--- config.mk ---
export PLATFORM = sky130hd
export DESIGN_NAME = cnna_mul_pipe_param
export DESIGN_NICKNAME = d
export VERILOG_FILES = /design/src/rtl/cnna_mul_pipe_param.sv
export SDC_FILE = /design/constraint.sdc
export NUM_CORES = 1
export LEC_CHECK = 0
export BUFFER_PORTS_ARGS = -buffer_cell sky130_fd_sc_hd__buf_2
export CORE_MARGIN = 8
export CORE_UTILIZATION = 45
export CTS_CLUSTER_DIAMETER = 80
export DETAILED_ROUTE_END_ITERATION = 6
export PLACE_DENSITY_LB_ADDON = 0.15
export SLEW_MARGIN = 20
export SYNTH_ARGS = -nofsm -noshare
export SYNTH_HDL_FRONTEND = slang
export SYNTH_SLANG_ARGS = --single-unit
export TNS_END_PERCENT = 10
--- constraint.sdc ---
create_clock -name ap_clk -period 1.88 [get_ports ap_clk]
set_input_delay 0.376 -clock ap_clk [delete_from_list [all_inputs] [get_ports ap_clk]]
set_output_delay 0.376 -clock ap_clk [all_outputs]
set_load 0.05 [all_outputs]
--- src/rtl/cnna_mul_pipe_param.sv ---
// -----------------------------------------------------------------------------
// cnna_mul_pipe_param
//
// Parametrised, pipelined fixed-point multiplier for the CNN accelerator
// datapath. Computes the exact product of din0 and din1, optionally adds a
// half-LSB rounding constant, arithmetically right-shifts by SHIFT and then
// either saturates or wraps into OUT_WIDTH bits. An overflow flag travels with
// every result, and a sticky overflow flag collects overflows of transferred
// results until it is cleared.
//
// Ports
//   ap_clk      in   clock, rising edge
//   ap_rst_n    in   asynchronous active-low reset
//   in_valid    in   input sample valid
//   in_ready    out  input accepted when in_valid && in_ready
//   din0        in   operand A, A_WIDTH bits (signed if A_SIGNED)
//   din1        in   operand B, B_WIDTH bits (signed if B_SIGNED)
//   out_valid   out  result valid
//   out_ready   in   downstream accepts result
//   dout        out  result, OUT_WIDTH bits
//   ovf         out  overflow flag aligned with dout
//   ovf_sticky  out  OR of ovf over all transferred results since reset/clear
//   ovf_clr     in   synchronous clear of ovf_sticky (a same-cycle set wins)
//
// Handshake: a transfer happens on a rising edge where valid && ready are both
// high. A producer holding valid must keep its data stable until the transfer.
// Here the whole pipeline shares one enable, en = !out_valid || out_ready, and
// in_ready equals en; while out_valid && !out_ready every stage holds, so dout
// and ovf stay stable. Bubbles are carried through, never compressed.
//
// Pipeline structure
//   NUM_STAGE == 1 : multiply, round, shift and saturate all feed the single
//                    output register (in_ready then depends combinationally
//                    on out_ready).
//   NUM_STAGE >= 2 : the exact product is registered in stage 1 and carried
//                    through NUM_STAGE-2 further product registers (retiming
//                    room for the multiplier); round/shift/saturate sits in
//                    front of the output register.
// -----------------------------------------------------------------------------
module cnna_mul_pipe_param #(
  parameter int A_WIDTH   = 26,
  parameter int B_WIDTH   = 15,
  parameter int A_SIGNED  = 1,
  parameter int B_SIGNED  = 0,
  parameter int OUT_WIDTH = 32,
  parameter int NUM_STAGE = 3,
  parameter int SHIFT     = 0,
  parameter int ROUND     = 0,
  parameter int SAT       = 0
) (
  input  logic                 ap_clk,
  input  logic                 ap_rst_n,
  input  logic                 in_valid,
  output logic                 in_ready,
  input  logic [A_WIDTH-1:0]   din0,
  input  logic [B_WIDTH-1:0]   din1,
  output logic                 out_valid,
  input  logic                 out_ready,
  output logic [OUT_WIDTH-1:0] dout,
  output logic                 ovf,
  output logic                 ovf_sticky,
  input  logic                 ovf_clr
);

  // Working width of the exact product: one bit more than A+B so that both
  // signed and unsigned operands fit as signed values.
  localparam int PW = A_WIDTH + B_WIDTH + 1;

  localparam bit RES_SIGNED = (A_SIGNED != 0) || (B_SIGNED != 0);

  // Half-LSB rounding constant; RSH keeps the shift amount legal when
  // SHIFT is zero (the constant is then forced to zero anyway).
  localparam int RSH = (SHIFT > 0) ? SHIFT - 1 : 0;
  localparam logic [PW:0] RND_ADD = ((ROUND != 0) && (SHIFT > 0)) ?
                                    ({{PW{1'b0}}, 1'b1} << RSH) : '0;

  // Signed saturation bounds, built by shifting so OUT_WIDTH == 1 also works.
  localparam logic [OUT_WIDTH-1:0] S_MIN = {{(OUT_WIDTH-1){1'b0}}, 1'b1} << (OUT_WIDTH - 1);
  localparam logic [OUT_WIDTH-1:0] S_MAX = ~S_MIN;

  // ---------------------------------------------------------------------------
  // Global enable
  // ---------------------------------------------------------------------------
  logic en;
  logic out_valid_q;
  logic [OUT_WIDTH-1:0] dout_q;
  logic ovf_q;
  logic sticky_q;

  assign en       = !out_valid_q || out_ready;
  assign in_ready = en;

  // ---------------------------------------------------------------------------
  // Operand extension and exact product
  // ---------------------------------------------------------------------------
  logic signed [PW-1:0] a_ext;
  logic signed [PW-1:0] b_ext;
  logic signed [PW-1:0] prod;

  always_comb begin
    if (A_SIGNED != 0) begin
      a_ext = {{(PW-A_WIDTH){din0[A_WIDTH-1]}}, din0};
    end else begin
      a_ext = {{(PW-A_WIDTH){1'b0}}, din0};
    end
    if (B_SIGNED != 0) begin
      b_ext = {{(PW-B_WIDTH){din1[B_WIDTH-1]}}, din1};
    end else begin
      b_ext = {{(PW-B_WIDTH){1'b0}}, din1};
    end
  end

  // The product of the extended operands never exceeds PW signed bits, so the
  // truncation to PW bits is exact.
  assign prod = a_ext * b_ext;

  // ---------------------------------------------------------------------------
  // Product pipeline (stages 1 .. NUM_STAGE-1)
  // ---------------------------------------------------------------------------
  logic signed [PW-1:0] tail_p;
  logic                 tail_v;

  if (NUM_STAGE == 1) begin : g_direct
    assign tail_p = prod;
    assign tail_v = in_valid;
  end else begin : g_pipe
    logic signed [PW-1:0]  p_q [NUM_STAGE-1];
    logic [NUM_STAGE-2:0]  v_q;

    always_ff @(posedge ap_clk or negedge ap_rst_n) begin
      if (!ap_rst_n) begin
        v_q <= '0;
        for (int k = 0; k < NUM_STAGE - 1; k++) begin
          p_q[k] <= '0;
        end
      end else if (en) begin
        v_q[0] <= in_valid;
        p_q[0] <= prod;
        for (int k = 1; k < NUM_STAGE - 1; k++) begin
          v_q[k] <= v_q[k-1];
          p_q[k] <= p_q[k-1];
        end
      end
    end

    assign tail_p = p_q[NUM_STAGE-2];
    assign tail_v = v_q[NUM_STAGE-2];
  end

  // ---------------------------------------------------------------------------
  // Round, shift, range check
  // ---------------------------------------------------------------------------
  // One extra bit of headroom: an unsigned near-full-scale product plus the
  // rounding constant can exceed PW signed bits.
  logic signed [PW:0] rsum;
  logic signed [PW:0] shifted;
  logic               fits;
  logic [OUT_WIDTH-1:0] clamp;

  assign rsum    = {tail_p[PW-1], tail_p} + RND_ADD;
  assign shifted = rsum >>> SHIFT;

  if (RES_SIGNED) begin : g_res_signed
    // Representable iff every bit from the result sign bit upwards is a copy
    // of the sign.
    logic [PW-OUT_WIDTH+1:0] upper;
    assign upper = shifted[PW:OUT_WIDTH-1];
    assign fits  = (upper == '0) || (upper == '1);
    assign clamp = shifted[PW] ? S_MIN : S_MAX;
  end else begin : g_res_unsigned
    // Unsigned operands give a non-negative product, so only the upper bits
    // being zero matters, and clamping always goes to full scale.
    logic [PW-OUT_WIDTH:0] upper;
    assign upper = shifted[PW:OUT_WIDTH];
    assign fits  = (upper == '0);
    assign clamp = '1;
  end

  logic [OUT_WIDTH-1:0] post_d;
  logic                 post_ovf;

  always_comb begin
    post_ovf = !fits;
    if ((SAT != 0) && !fits) begin
      post_d = clamp;
    end else begin
      post_d = shifted[OUT_WIDTH-1:0];
    end
  end

  // ---------------------------------------------------------------------------
  // Output stage (stage NUM_STAGE)
  // ---------------------------------------------------------------------------
  always_ff @(posedge ap_clk or negedge ap_rst_n) begin
    if (!ap_rst_n) begin
      out_valid_q <= 1'b0;
      dout_q      <= '0;
      ovf_q       <= 1'b0;
    end else if (en) begin
      out_valid_q <= tail_v;
      dout_q      <= post_d;
      // Bubbles never carry an overflow indication.
      ovf_q       <= tail_v && post_ovf;
    end
  end

  // Sticky overflow: a transfer of an overflowing result beats a clear.
  always_ff @(posedge ap_clk or negedge ap_rst_n) begin
    if (!ap_rst_n) begin
      sticky_q <= 1'b0;
    end else if (out_valid_q && out_ready && ovf_q) begin
      sticky_q <= 1'b1;
    end else if (ovf_clr) begin
      sticky_q <= 1'b0;
    end
  end

  assign out_valid  = out_valid_q;
  assign dout       = dout_q;
  assign ovf        = ovf_q;
  assign ovf_sticky = sticky_q;

endmodule

==> out/metrics.csv <==
metric,value,unit
cts.reportedPaths.clkPinSlew,0.05,ns
synth_top_family_by_area,adder cells,
crit_fanout,7,
cts_sinks,121,
grt_pass1_wl,78000,um
yosysMostFrequentCell,nand2_1,
critical_path_arrival,5.88,ns
synth_compound_area_frac,0.0513,
io_pins,82,
clock.fmax,179,MHz
netlist_area,18500,um^2
core,40600,um^2
track_usage,0.200,
drive_gt1_frac,0.220,
chipWidth,219,um
synth_cells,2060,
synth_common_cells,"nand2_1 (510), inv_1 (420), fa_1 (376)",
synth-xor-area-share,0.0185,
hp-class,in2reg,
synth_top_area_share,0.407,
start_util,0.454,
syn_avg_cell_area,8.97,um^2
synth_top_area_cell,fa_1,
viasPerCell,4.87,
rsz0062_at_grt,yes,
yosys.area_share.adder,0.477,
skew,0.0102,ns
area_growth,24.5,%
clock_latency,0.41,ns
grt_max_degree,81,
cts_tree,yes,
status,finished with violations,
cts_buffer_depth,2,
gr-total-overflow,0,
dieArea,47800,um^2
grt_pass1_vias,15300,
worst_slew_pin_slew,0.462,ns
cts_buffers,17,
violations,negative setup slack,
period_share,2.98,
path_class,in2reg,
startpoint,din1[8],
regToRegStartpoint,out_valid,
synthArstFlopShare,1.00,
worstHoldStart,ovf_clr,
htreeDepth,4,
hpwlAfterDp,37200,um
drtIter0Drc,728,
synthSimpleGateAreaFrac,0.183,
cp.required,2.16,ns
via_count,14000,
layout_setup_ws,-3.72,ns
synth_flop_cell,dfrtp_1,
antenna_cells,0,
ant_nets,0,
endpoint_kind,register,
ys_warn_count,0,
ys_top_cells_by_area,"fa_1 (41%), dfrtp_1 (16%), nand2_1 (10%)",
rows,74,
setup_viol,39,
slew_violations,0,
synth_edf_count,0,
clock-root-buffer,clkbuf_16,
hold-worst-slack,0.172,ns
ys_seq_area_frac,0.164,
num-nets-final,2845,
relSlewSlack,0.692,
portBuffers,81,
antenna_found_initial,0,
synth-seq-cells,121,
dr.pass1.iters,5,
fillers,3711,
syn-num-nets,2584,
drc,0,
critPathLaunchType,input port,
wire_per_inst,16.1,um
dp_slack,-4.51,ns
gp_congestion,0.844,
die_h,219,um
utilization,0.566,
cap_violations,0,
ys_types,58,
fin_crit,5.60,ns
drt_wl_total,46100,um
report.final.hold_viol_count,0,
synthMuxAreaShare,0.00115,
## final timing paths
kind                                        to  slack [ns]  cells after the start
worst min-delay path                ovf_sticky        0.17                      2
worst min register to register         dout[5]        0.46                      2
max in group asynchronous       g_pipe.p_q[59]        0.91                      3
min in group asynchronous           ovf_sticky        0.32                      2
worst max register to register  g_pipe.p_q[75]        0.40                      6
worst max-delay path            g_pipe.p_q[80]       -3.72                     23
## cells in the final DEF, fill, tap and decap left out, types with 19 or more instances in the layout
master and instances:
inv_1 410, nand2_1 490, buf_6 32, o21ai_0 19, ha_4 27, xnor2_1 20
ha_1 72, buf_2 42, buf_4 234, nor2_1 34, fa_2 29, a21oi_1 43
fa_1 347, dfrtp_1 121, and2_1 157
## metal layers
metal,vias up,track usage,routed length [um]
met5,-,0,0
met4,0,0.0479,878
met3,47,0.0170,1640
met2,277,0.331,21800
met1,7045,0.284,21800
li1,6595,-,-
## worst max-delay path, cell delays in order
cell,delay (ns)
buf_12,0.09
buf_12,0.14
buf_12,0.12
nand2_1,0.06
fa_1,0.52
inv_2,0.04
fa_1,0.47
fa_1,0.51
fa_1,0.52
fa_1,0.50
inv_1,0.05
fa_1,0.49
inv_2,0.05
ha_4,0.21
a21o_1,0.18
a21o_1,0.19
a31o_2,0.27
a31oi_2,0.16
a31oi_2,0.08
or4_1,0.42
a31oi_1,0.20
xor2_1,0.16
o21ai_1,0.07
## through the flow
step                      instance area (um^2)  std cells  setup TNS [ns]
after global placement                   21100       2815         -145.94
after CTS                                22900       2867         -116.84
after floorplan                          18600       2060         -124.16
after global routing                     23000       2866         -125.54
final                                    23000       2866         -117.28
after detailed placement                 21100       2815         -147.04
## area by class of cell
cell class              instances  area, um^2  area share
repair buffers                332        2810       0.122
multi-input cells            1429       14300       0.622
well taps                     532         666      0.0289
inverters                     420        1580      0.0688
clock inverters                14         183     0.00794
flip-flops and latches        121        3030       0.132
clock buffers                  18         429      0.0187
## flip-flops by register name (all words and copies together) (netlist names)
| name | cells |
|---|---|
| g_pipe.p_q | 42 |
| ovf_sticky | 1 |
| out_valid | 1 |
| ovf | 1 |
| dout | 32 |
| tail_p | 42 |
| g_pipe.v_q | 2 |
## cells by family after synthesis
kind of cell               after synthesis
buffers and inverters                  510
AOI/OAI and AO/OA                      149
xor gates and xnor gates                39
and+or+nand+nor                        761
adders and majority gates              478
DFF                                    121
muxes                                    2
## repair_timing
| action | 4_1_cts | 5_1_grt |
|---|---|---|
| hold buffers | 1 | 0 |
| hold endpoints to repair | 4 | 0 |
| setup buffers | 17 | 0 |
| setup endpoints to repair | 40 | 40 |
| gates cloned | 2 | 0 |
| pin swaps | 87 | 20 |
| resized for setup | 213 | 40 |
Power is left out: the tool's default activity adds up to more than one toggle a clock period on the data nets, which glitch-free logic cannot reach.
